==> config.mk <==
export PLATFORM = sky130hd
export DESIGN_NAME = go_sequencer
export DESIGN_NICKNAME = d
export VERILOG_FILES = /design/src/rtl/go_sequencer.sv
export SDC_FILE = /design/constraint.sdc
export NUM_CORES = 1
export LEC_CHECK = 0
export BUFFER_PORTS_ARGS = -buffer_cell sky130_fd_sc_hd__buf_2
export CAP_MARGIN = 25
export CORE_MARGIN = 1
export CORE_UTILIZATION = 56
export CTS_CLUSTER_DIAMETER = 150
export CTS_CLUSTER_SIZE = 28
export DETAILED_ROUTE_END_ITERATION = 8
export PLACE_DENSITY = 0.78
export SLEW_MARGIN = 20
export SYNTH_ARGS = -nofsm -noshare
export SYNTH_HDL_FRONTEND = slang
export SYNTH_SLANG_ARGS = --single-unit
==> constraint.sdc <==
create_clock -name CLK -period 1.8 [get_ports CLK]
set_clock_uncertainty 0.05 [all_clocks]
set_input_delay 0.36 -clock CLK [delete_from_list [all_inputs] [get_ports CLK]]
set_output_delay 0.36 -clock CLK [all_outputs]
set_load 0.02 [all_outputs]
==> src/rtl/go_sequencer.sv <==
// GO sequencer: start delay, then a fixed number of RDY_GO-qualified GO
// pulses separated by an idle gap; reports BUSY, DONE and the fired count.
module go_sequencer #(
  parameter int unsigned DELAY  = 4,
  parameter int unsigned PULSES = 1,
  parameter int unsigned GAP    = 2,
  parameter int unsigned CW     = 8
) (
  input  logic          CLK,
  input  logic          RST,
  input  logic          START,
  input  logic          RDY_GO,
  output logic          GO,
  output logic          BUSY,
  output logic          DONE,
  output logic [CW-1:0] COUNT
);

  if (PULSES >= (64'd1 << CW) || DELAY >= (64'd1 << CW) ||
      GAP >= (64'd1 << CW)) begin : g_bad_cfg
    $error("go_sequencer: PULSES/DELAY/GAP must fit in CW bits");
  end

  typedef enum logic [2:0] {
    S_IDLE,
    S_WAIT,
    S_ARM,
    S_GAP,
    S_DONE
  } state_e;

  localparam logic [CW-1:0] DelayC  = CW'(DELAY);
  localparam logic [CW-1:0] PulsesC = CW'(PULSES);
  localparam logic [CW-1:0] GapC    = CW'(GAP);
  localparam logic [CW-1:0] OneC    = CW'(1);

  state_e        state_q, state_d;
  logic [CW-1:0] cnt_q, cnt_d;
  logic [CW-1:0] count_q, count_d;
  logic          fire;

  // Reset gates GO so no firing leaks out of a reset cycle.
  assign fire  = (state_q == S_ARM) && RDY_GO && !RST;
  assign GO    = fire;
  assign BUSY  = (state_q == S_WAIT) || (state_q == S_ARM) ||
                 (state_q == S_GAP);
  assign DONE  = (state_q == S_DONE);
  assign COUNT = count_q;

  always_comb begin
    state_d = state_q;
    cnt_d   = cnt_q;
    count_d = count_q;
    unique case (state_q)
      S_IDLE, S_DONE: begin
        if (START) begin
          count_d = '0;
          if (DELAY > 0) begin
            state_d = S_WAIT;
            cnt_d   = DelayC;
          end else if (PULSES > 0) begin
            state_d = S_ARM;
          end else begin
            state_d = S_DONE;
          end
        end
      end
      S_WAIT: begin
        cnt_d = cnt_q - OneC;
        if (cnt_q == OneC) state_d = S_ARM;
      end
      S_ARM: begin
        if (fire) begin
          count_d = count_q + OneC;
          if (count_q + OneC == PulsesC) begin
            state_d = S_DONE;
          end else if (GAP > 0) begin
            state_d = S_GAP;
            cnt_d   = GapC;
          end
        end
      end
      S_GAP: begin
        cnt_d = cnt_q - OneC;
        if (cnt_q == OneC) state_d = S_ARM;
      end
      default: state_d = S_IDLE;
    endcase
  end

  always_ff @(posedge CLK) begin
    if (RST) begin
      state_q <= S_IDLE;
      cnt_q   <= '0;
      count_q <= '0;
    end else begin
      state_q <= state_d;
      cnt_q   <= cnt_d;
      count_q <= count_d;
    end
  end

endmodule

==> run metrics <==
Clock transition at path regs 110 ps; Synth area leader dfxtp_1; WP data arrival 1910 ps; NumNets Final 180; MaxCap Viol Count 0; post-detailed-route wirelength per cell 14.4 um; yosys warns 0; hold_sp START; Cell Area, Synth 0.00117 mm2; Die ar. 0.00228 mm2; Seq/Total Area, Yosys 32.4%; H-tree levels 1; Async S/R FF share, synth 0%; Worst setup EP type register; Fin Hold WS 323 ps; worst r2r path cells 6; Worst-Skew Late Latency 290 ps; reg-to-reg startpoint COUNT[0]; hold worst-path end state_q[2]; Total Routing Usage GR 25.8%; leading register cell type out of synthesis dfxtp_1; share of the synthesized area in the top cell type 32.4%; largest net degree at the start of global routing 16; vias per cell 5.97; Final GP Congestion 0.844; R2R setup slack 70 ps; class of the worst hold path input pin to register; Worst path max stage delay 400 ps; Root Driver clkbuf_4; Worst Tran Pin Value 468 ps; crit path time final 1730 ps; Longest Clk Path Bufs 2; Vias 1183; row count 16; fin area 0.00143 mm2; Pins Over Slew Limit 0; dpl cells 191; Max FO, Critical Path 8; Netlist cell types 45; PortBufs 14; Clock Sinks 19; Max VDD drop 0.492 mV; first-pass GRT wire length 4220 um; Area Growth Syn to Fin 22.2%; Starting Density 59.8%; vias in the first global route 958; Worst R2R End cnt_q[1]; Slew HR 68.5%; CP required 1970 ps; Power Total 873 uW; Leak 0.000542 uW; Post-Synthesis Cells 147; DRT iter0 DRCs 20; fmax 576 MHz; Post-synth EDFFs 0; Setup crit start COUNT[0]; Die H 47.8 um; Post-Route WL 2850 um; Worst path slowest cell dfxtp_4; Final HPWL DP 2000 um; syn_area_per_cell 7.98 um2; CTS tree done; crit share post-route 96.4%; gr ovfl total 0; critical path class register to register; Residual DRC 0; IO Pins 15; Final Instance Count excl. Fillers 198; Final Core Density 73.1%; RSZ-0062 raised after global routing true; PwrDens 609 mW/mm2; Final Hold Viols 0; DR pass1 iterations 4; DP Area 0.00131 mm2; Mapped Nets 155; critical-path cell list ha_2 -> nand3_2 -> nor3_2 -> nor3_4 -> a21oi_4 -> mux2i_1; cell family with most CP delay simple AND/OR/NAND/NOR gates; status complete, no violations; Chip Width 47.8 um; Num CTS Buffers 3; synth cell count leaders dfxtp_1, nor2_1, a21oi_1; share of post-route cells with drive strength above 1 35.1%; post-route ant nets 0; most frequent cell after synthesis dfxtp_1; worst hold path cell count 3; final setup fails 0; core area 0.00196 mm2; Startpoint Class register; synth top area cells dfxtp_1, a21oi_1, nor2_1; Buf/Inv on CP 0; initial antenna violation count 0; synthesized flop and latch total 19; Inserted Diodes 0
state kept, by name, indices dropped and copies added (netlist names):
| signal | cells |
|---|---|
| cnt_q | 8 |
| state_q | 3 |
| COUNT | 8 |
power by group:
part	internal, uW	switching (uW)
logic	83.7	114
registers	438	23.4
clock network	85.9	129
total	608	266
routing by layer:
layer / global-route usage [%] / wire length [um]
met3: 4.15 / 116
met2: 41.4 / 1390
met5: 0 / 0
met1: 35.6 / 1330
met4: 7.22 / 12
how the worst max path moves through the flow:
| stage | to | slack (ps) | cells after the start |
|---|---|---|---|
| 2_1_floorplan | cnt_q[1] | 4 | 6 |
| 3_3_place_gp | cnt_q[1] | 70 | 6 |
| 3_5_place_dp | cnt_q[4] | 6 | 6 |
| 4_1_cts | GO | 2 | 4 |
| 5_1_grt | cnt_q[3] | -9 | 6 |
| 6_report | cnt_q[1] | 70 | 6 |
metrics by stage:
step	setup TNS (ps)	setup WS, ps
floorplan	0	3.70
global placement	0	71.3
detailed placement	0	6.16
CTS	0	2.39
global route	-17.4	-9.43
finish	0	65.1
timing repair:
action,CTS,global route
pin swaps,0,3
setup endpoints to repair,7,12
hold buffers,0,0
resized for setup,4,17
gates cloned,0,0
buffers inserted,0,3
hold endpoints to repair,0,0
worst reg2reg max path, delay by kind of cell, from the launching register on:
kind / cells / cell delay, ps
AND/OR/NAND/NOR: 3 / 470
flip-flops: 1 / 400
AO/OA/AOI/OAI: 1 / 320
multiplexers: 1 / 220
adder cells (fa/ha/maj): 1 / 210
cells by family (layout without fill, tap and decap cells):
family	after synthesis	count (layout)	share of synthesized area, %
AOI/OAI and AO/OA	48	48	25.8
xor gates and xnor gates	3	3	2.24
adders and majority gates	4	4	4.26
buffers and inverters	13	37	5.22
DFF	19	19	32.4
muxes	1	1	0.853
and+or+nand+nor	59	59	29.2
layout by cell type, fill, tap and decap left out, types with 3 or more instances in the layout:
cell type	n
nand3b_1	4
o21ai_0	9
a211oi_2	4
nand2b_1	3
nand3_1	3
nand2_1	6
buf_2	14
nor2_1	15
ha_1	3
xnor2_1	3
dfxtp_2	6
dfxtp_1	12
buf_4	12
inv_1	6
clkbuf_4	3
nor3_1	4
a31o_2	4
a21oi_1	15
cell type report:
cell class,instances,area (um2)
multi-input combinational,115,793
fill,158,528
sequential,19,392
timing repair buffer,26,160
tap,27,33.8
inverter,7,28.8
clock buffer,4,26.3
Note: power is estimated with default switching activity, not from simulation.
